===== src/rtl/csr_gpio_bank_pkg.sv =====
// Shared constants for the GPIO bank: register offsets within the window and read codes.
// Window decode helper is here so the bench and the bank agree on what "in window" means.
package csr_gpio_bank_pkg;

  localparam logic [4:0] GPIO_IN_OFS      = 5'h00;
  localparam logic [4:0] GPIO_OUT_OFS     = 5'h02;
  localparam logic [4:0] GPIO_OE_OFS      = 5'h04;
  localparam logic [4:0] GPIO_OUT_SET_OFS = 5'h06;
  localparam logic [4:0] GPIO_OUT_CLR_OFS = 5'h08;
  localparam logic [4:0] GPIO_RISE_EN_OFS = 5'h0A;
  localparam logic [4:0] GPIO_FALL_EN_OFS = 5'h0C;
  localparam logic [4:0] GPIO_PEND_OFS    = 5'h0E;
  localparam logic [4:0] GPIO_MASK_OFS    = 5'h10;

  localparam logic [15:0] RD_BADA = 16'hbada;
  localparam logic [15:0] RD_DEAD = 16'hdead;

  // Base is 32-byte aligned, so the upper address bits select the window.
  function automatic logic in_window(input logic [15:0] addr, input logic [15:0] base);
    return (addr[15:5] == base[15:5]) && (addr[4:0] <= GPIO_MASK_OFS);
  endfunction

endpackage


===== src/rtl/csr_gpio_bank_gpio_sync.sv =====
// Width x depth input synchroniser for asynchronous pins, active-low async reset.
module gpio_sync #(
  parameter int W     = 8,
  parameter int DEPTH = 2
) (
  input  logic         clk,
  input  logic         rst_n,
  input  logic [W-1:0] din,
  output logic [W-1:0] dout
);

  logic [DEPTH-1:0][W-1:0] sync_q;
  logic [DEPTH-1:0][W-1:0] sync_d;

  always_comb begin
    sync_d    = sync_q;
    sync_d[0] = din;
    for (int i = 1; i < DEPTH; i++) begin
      sync_d[i] = sync_q[i-1];
    end
  end

  always_ff @(posedge clk or negedge rst_n) begin
    if (!rst_n) sync_q <= '0;
    else        sync_q <= sync_d;
  end

  assign dout = sync_q[DEPTH-1];

endmodule


===== src/rtl/csr_gpio_bank.sv =====
// GPIO control/status bank on the J1 I/O bus: OUT/OE with atomic set/clear, synchronised IN.
// With GPIO_IRQ_EN defined, adds edge capture into sticky PEND bits and a masked registered irq.
module csr_gpio_bank
  import csr_gpio_bank_pkg::*;
#(
  parameter int          GPIO_W      = 8,
  parameter logic [15:0] BASE_ADDR   = 16'h2000,
  parameter int          SYNC_STAGES = 2
) (
  input  logic              clk,
  input  logic              rst,
  input  logic [15:0]       j1_mem_addr,
  input  logic [15:0]       j1_dout,
  input  logic              j1_io_wr,
  input  logic              j1_io_rd,
  output logic [15:0]       j1_io_din,
  output logic              hit,
  input  logic [GPIO_W-1:0] gpio_in,
  output logic [GPIO_W-1:0] gpio_out,
  output logic [GPIO_W-1:0] gpio_oe,
  output logic              irq
);

  logic              win;
  logic [4:0]        ofs;
  logic [GPIO_W-1:0] wdata;
  logic [GPIO_W-1:0] sync_in;
  logic              unused_dout;

  assign ofs         = j1_mem_addr[4:0];
  assign win         = in_window(j1_mem_addr, BASE_ADDR);
  assign hit         = win & (j1_io_rd | j1_io_wr);
  assign wdata       = j1_dout[GPIO_W-1:0];
  assign unused_dout = ^j1_dout;

  function automatic logic wr_at(input logic [4:0] o);
    return j1_io_wr && win && (ofs == o);
  endfunction

  gpio_sync #(.W(GPIO_W), .DEPTH(SYNC_STAGES)) u_gpio_sync (
    .clk   (clk),
    .rst_n (rst),
    .din   (gpio_in),
    .dout  (sync_in)
  );

  logic [GPIO_W-1:0] out_q, out_d;
  logic [GPIO_W-1:0] oe_q,  oe_d;

  always_comb begin
    out_d = out_q;
    oe_d  = oe_q;
    if (wr_at(GPIO_OUT_OFS))     out_d = wdata;
    if (wr_at(GPIO_OUT_SET_OFS)) out_d = out_q | wdata;
    if (wr_at(GPIO_OUT_CLR_OFS)) out_d = out_q & ~wdata;
    if (wr_at(GPIO_OE_OFS))      oe_d  = wdata;
  end

  always_ff @(posedge clk or negedge rst) begin
    if (!rst) begin
      out_q <= '0;
      oe_q  <= '0;
    end else begin
      out_q <= out_d;
      oe_q  <= oe_d;
    end
  end

  assign gpio_out = out_q;
  assign gpio_oe  = oe_q;

`ifdef GPIO_IRQ_EN
  localparam logic [2:0] WARM_MAX = 3'(SYNC_STAGES + 1);

  logic [GPIO_W-1:0] rise_en_q, rise_en_d;
  logic [GPIO_W-1:0] fall_en_q, fall_en_d;
  logic [GPIO_W-1:0] mask_q,    mask_d;
  logic [GPIO_W-1:0] pend_q,    pend_d;
  logic [GPIO_W-1:0] prev_q,    prev_d;
  logic [2:0]        warm_q,    warm_d;
  logic              irq_q,     irq_d;
  logic [GPIO_W-1:0] edge_hit;
  logic [GPIO_W-1:0] w1c;

  always_comb begin
    rise_en_d = wr_at(GPIO_RISE_EN_OFS) ? wdata : rise_en_q;
    fall_en_d = wr_at(GPIO_FALL_EN_OFS) ? wdata : fall_en_q;
    mask_d    = wr_at(GPIO_MASK_OFS)    ? wdata : mask_q;
    prev_d    = sync_in;
    warm_d    = (warm_q == WARM_MAX) ? warm_q : warm_q + 3'd1;
    // Until the chain and prev have refilled after reset, a held-high pin looks like a rise.
    edge_hit  = '0;
    if (warm_q == WARM_MAX)
      edge_hit = (sync_in & ~prev_q & rise_en_q) | (~sync_in & prev_q & fall_en_q);
    w1c       = wr_at(GPIO_PEND_OFS) ? wdata : '0;
    pend_d    = (pend_q & ~w1c) | edge_hit;
    irq_d     = |(pend_q & mask_q);
  end

  always_ff @(posedge clk or negedge rst) begin
    if (!rst) begin
      rise_en_q <= '0;
      fall_en_q <= '0;
      mask_q    <= '0;
      pend_q    <= '0;
      prev_q    <= '0;
      warm_q    <= '0;
      irq_q     <= 1'b0;
    end else begin
      rise_en_q <= rise_en_d;
      fall_en_q <= fall_en_d;
      mask_q    <= mask_d;
      pend_q    <= pend_d;
      prev_q    <= prev_d;
      warm_q    <= warm_d;
      irq_q     <= irq_d;
    end
  end

  assign irq = irq_q;
`else
  assign irq = 1'b0;
`endif

  always_comb begin
    j1_io_din = RD_BADA;
    if (!j1_io_rd) begin
      j1_io_din = RD_DEAD;
    end else if (win) begin
      case (ofs)
        GPIO_IN_OFS:      j1_io_din = 16'(sync_in);
        GPIO_OUT_OFS:     j1_io_din = 16'(out_q);
        GPIO_OE_OFS:      j1_io_din = 16'(oe_q);
`ifdef GPIO_IRQ_EN
        GPIO_RISE_EN_OFS: j1_io_din = 16'(rise_en_q);
        GPIO_FALL_EN_OFS: j1_io_din = 16'(fall_en_q);
        GPIO_PEND_OFS:    j1_io_din = 16'(pend_q);
        GPIO_MASK_OFS:    j1_io_din = 16'(mask_q);
`endif
        default:          j1_io_din = RD_BADA;
      endcase
    end
  end

endmodule

===== config.mk =====
export PLATFORM = sky130hd
export DESIGN_NAME = csr_gpio_bank
export DESIGN_NICKNAME = d
export VERILOG_FILES = /design/src/rtl/csr_gpio_bank_pkg.sv /design/src/rtl/csr_gpio_bank_gpio_sync.sv /design/src/rtl/csr_gpio_bank.sv
export SDC_FILE = /design/constraint.sdc
export NUM_CORES = 1
export LEC_CHECK = 0
export CORE_UTILIZATION = 41
export CTS_BUF_LIST = sky130_fd_sc_hd__clkbuf_4
export DETAILED_ROUTE_END_ITERATION = 10
export GPL_TIMING_DRIVEN = 0
export PLACE_DENSITY = 0.82
export SYNTH_ARGS = -nofsm -noshare
export SYNTH_HDL_FRONTEND = slang
export SYNTH_HIERARCHICAL = 1
export SYNTH_SLANG_ARGS = --single-unit
export TNS_END_PERCENT = 50

===== constraint.sdc =====
create_clock -name clk -period 4.3 [get_ports clk]
set_clock_uncertainty 0.2 [all_clocks]
set_input_delay 0.86 -clock clk [delete_from_list [all_inputs] [get_ports clk]]
set_output_delay 0.86 -clock clk [all_outputs]
set_load 0.03 [all_outputs]

==> impl_results.md, run 1 <==
- Worst Hold Depth: 0
- Core area: between 0.003 and 0.004 mm^2
- Worst-path cell with the longest stage delay: or3b_2
- Min cycle time layout: 4.22 ns
- Drt first pass iters: 4
- Reg-to-reg critical path endpoint: gpio_oe[7]
- Die Y: ~63 um
- Worst setup EP type: primary output
- Worst r2r src: gpio_oe[7]
- Static leakage: slightly above 1 nW
- Layout cells sized above 1: between 20% and 30%
- Initial antenna violation count: 0
- Final core occ: between 60% and 70%
- Kind of critical path: in2out
- CP cell instances: clkdlybuf4s50_1 > or3b_2 > a2111oi_2 > buf_1 > a21oi_1 > a31oi_1 > clkdlybuf4s15_1
- Dpl hpwl: 3110 um
- Antenna Cells: 0
- DP Cell Count: around 250
- Largest net degree at the start of global routing: 33
- Hold Buf Count CTS: 0
- Post-route DRC: 0
- Synth top cells by count: dfrtp_1, mux2_2, inv_1
- Max Freq: ~0.24 GHz
- Synth area leader: dfrtp_1
- Cell Int Power: 0.429 mW
- Netlist cell types: 31
- EDFF count, synth: 0
- GRT Total Usage: a little under a quarter
- Num Clock Sinks: 32
- Cts bufs inserted: 5
- CP startpoint kind: primary input
- Worst R2R Path Depth: 1
- Most used DFF post-synth: dfrtp_1
- Comb power frac: ~16%
- Multi-input gate area: ~650 um^2
- Clk Latency, worst-skew pair: approximately 0.32 ns
- Placement Cell Area: about 0.0023 mm^2
- Htree depth: 2
- VDD IR-drop max: 140 uV
- Required @ worst endpoint: around 3.2 ns
- Maximum fanout along the worst path: 4
- Die width: approximately 63 um
- Worst-path clk slew: ~0.080 ns
- Final Max Slew Viols: 0
- Unrepaired setup endpoints after global routing: yes
- Port bufs: 66
- Hold Worst Slack: ~0.16 ns
- Filler cells: 279
- Sum of negative setup slack: 0 ns
- Area growth syn-to-layout: 53.8%
- Slew margin rel.: 54.8%
- CTS tree: done
- Num rows: 21
- Critical Path Max Stage Delay: 0.49 ns
- Routed WL: roughly 4300 um
- Yosys warnings: 6
- Total number of vias: between 1000 and 1500
- Reg2reg setup slack: between 3 and 4 ns
- Hold wc startpoint: u_gpio_sync/sync_d[14]
- Most common cell in the synthesized netlist: dfrtp_1
- Root buffer cell: clkbuf_4
- Worst-margin pin slew: 0.678 ns
- Mapped Cells: ~140
- Period utilization: between 90% and 100%
- Switching power total: between 0.1 and 0.15 mW
- Die area: 0.00400 mm^2
- Avg WL per Cell: around 17 um
- FF+latch area: 801 um^2
- Avg Inst Size Synth: around 11 um^2
- Hold/Removal Path Class: reg2reg
- I/O pin count: 78
- PwrDens: ~240 mW/mm^2
- Worst-case clock buffer depth: 2
- Ys async rst share: 100%
- Arrival @ worst endpoint: around 3.2 ns
- Sequential share of power: a little over half
- Post-route non-filler standard cell count: 261
- ANT nets after route: 0
- Status: complete, no violations
- Sequential fraction of the synthesis area: 52.1%
- Mapped cell area: ~0.0015 mm^2
- Finish-stage setup viols: 0
- Clock network fraction of design power: around 30%
- Fin. Hold Viols: 0
- Starting Density: 44.3%
- RePlAce Congestion: between 0.7 and 0.8
- Max-Cap Viols: 0
- Via density: between 5 and 6
- Grt total ovfl: 0
- Sw Ratio: between 20% and 30%
- # nets final: 258
- Top-area cell type share of the netlist area: between 50% and 60%
- Finished Cell Area: ~0.0024 mm^2
- Most area-consuming cells after synthesis: dfrtp_1, mux2_2, a211oi_1, o31ai_1, o21ai_0
- First-pass GRT wire length: a little over 7000 um
- Vias in the first global route: between 1000 and 1500
- Hold Path Sink: u_gpio_sync/dout[6]
- FF+latch count, synth: 32
- DRT iter0 DRCs: 59
[metal layers]
layer,vias to the layer above,global-route usage (%),wire length (um)
met3,16,7.43,380
met5,-,0,0
met1,659,27.6,1730
met2,99,38.8,2070
met4,0,12.8,144
li1,653,-,-
[timing repair]
item	in CTS	in global routing
setup buffers	0	2
hold endpoints to repair	0	0
resized for setup	14	7
endpoints found under the setup margin	13	8
pin swaps	0	1
[final cells by class]
cell class	instances	area share [%]
flip-flops and latches	32	33.9
repair buffers	69	28.6
multi-input cells	82	27.6
plain buffers	12	3.23
well taps	46	2.43
clock buffers	7	2.22
inverters	12	1.90
clock inverters	1	0.159
[worst max-delay path, delay by kind of cell]
| kind | cells | cell delay (ns) |
|---|---|---|
| buf+inv | 3 | 1.07 |
| compound gates | 3 | 0.73 |
| simple gates | 1 | 0.49 |
[per-stage QoR]
stage               setup slack (ns)  total power [mW]
floorplan                     0.0660             0.351
global placement               -1.08             0.404
detailed placement            -0.475             0.407
CTS                          0.00231             0.578
global route                -0.00966             0.607
finish                        0.0847             0.571
[registers in the layout, indices dropped and copies added (netlist names)]
signal and count:
u_gpio_sync/dout 8, gpio_oe 8, gpio_out 8, u_gpio_sync/sync_d 8
[cell usage in the layout, fill, tap and decap left out, types with 2 or more instances in the layout]
cell type | Yosys | final
inv_1 | 12 | 12
or4_1 | 2 | 2
clkbuf_4 | 0 | 7
clkdlybuf4s15_1 | 0 | 2
buf_4 | 6 | 9
clkbuf_1 | 3 | 3
dlymetal6s2s_1 | 0 | 4
o21ai_0 | 9 | 9
or3b_2 | 2 | 2
a22oi_1 | 5 | 5
buf_1 | 2 | 2
dlygate4sd2_1 | 0 | 4
a31oi_1 | 6 | 6
mux2_2 | 16 | 16
conb_1 | 1 | 2
dfrtp_1 | 32 | 32
a211oi_1 | 8 | 8
nand2_1 | 8 | 8
o31ai_1 | 8 | 8
clkdlybuf4s50_1 | 0 | 54
[how the worst max path moves through the flow]
stage,cells after the start,slack [ns],to,from
detailed placement,6,-0.48,j1_io_din[1],j1_mem_addr[1]
CTS,7,0.002,j1_io_din[11],j1_mem_addr[13]
floorplan,4,0.07,j1_io_din[0],j1_mem_addr[15]
global route,7,-0.01,j1_io_din[2],j1_mem_addr[13]
global placement,6,-1.08,j1_io_din[2],j1_mem_addr[13]
finish,7,0.08,j1_io_din[0],j1_mem_addr[13]
[power by group through the flow]
stage | registers [mW] | clock network, mW | logic (mW)
2_1_floorplan | 0.316 | 0 | 0.0355
3_3_place_gp | 0.316 | 0 | 0.0884
3_5_place_dp | 0.316 | 0 | 0.0911
4_1_cts | 0.310 | 0.176 | 0.0919
5_1_grt | 0.311 | 0.197 | 0.0981
6_report | 0.310 | 0.168 | 0.0923
[cell families after synthesis]
family                 count (synthesis)  synth area share (%)
DFF                                   32                  52.1
and+or+nand+nor                       23                  9.85
AOI/OAI and AO/OA                     41                  18.3
buffers and inverters                 24                  7.81
other                                  1                 0.244
muxes                                 16                  11.7
Power figures use the tool's default switching activity.
==> inputs of run 2 (changes only) <==
CTS_CLUSTER_DIAMETER = 60   (was default)
==> results of run 2 <==
The final DEF is identical to that of run 1; final timing and power are the same.
==> inputs of run 3 (changes only) <==
CTS_CLUSTER_SIZE = 30   (was default)
==> results of run 3 <==
The final DEF is identical to that of run 1; final timing and power are the same.
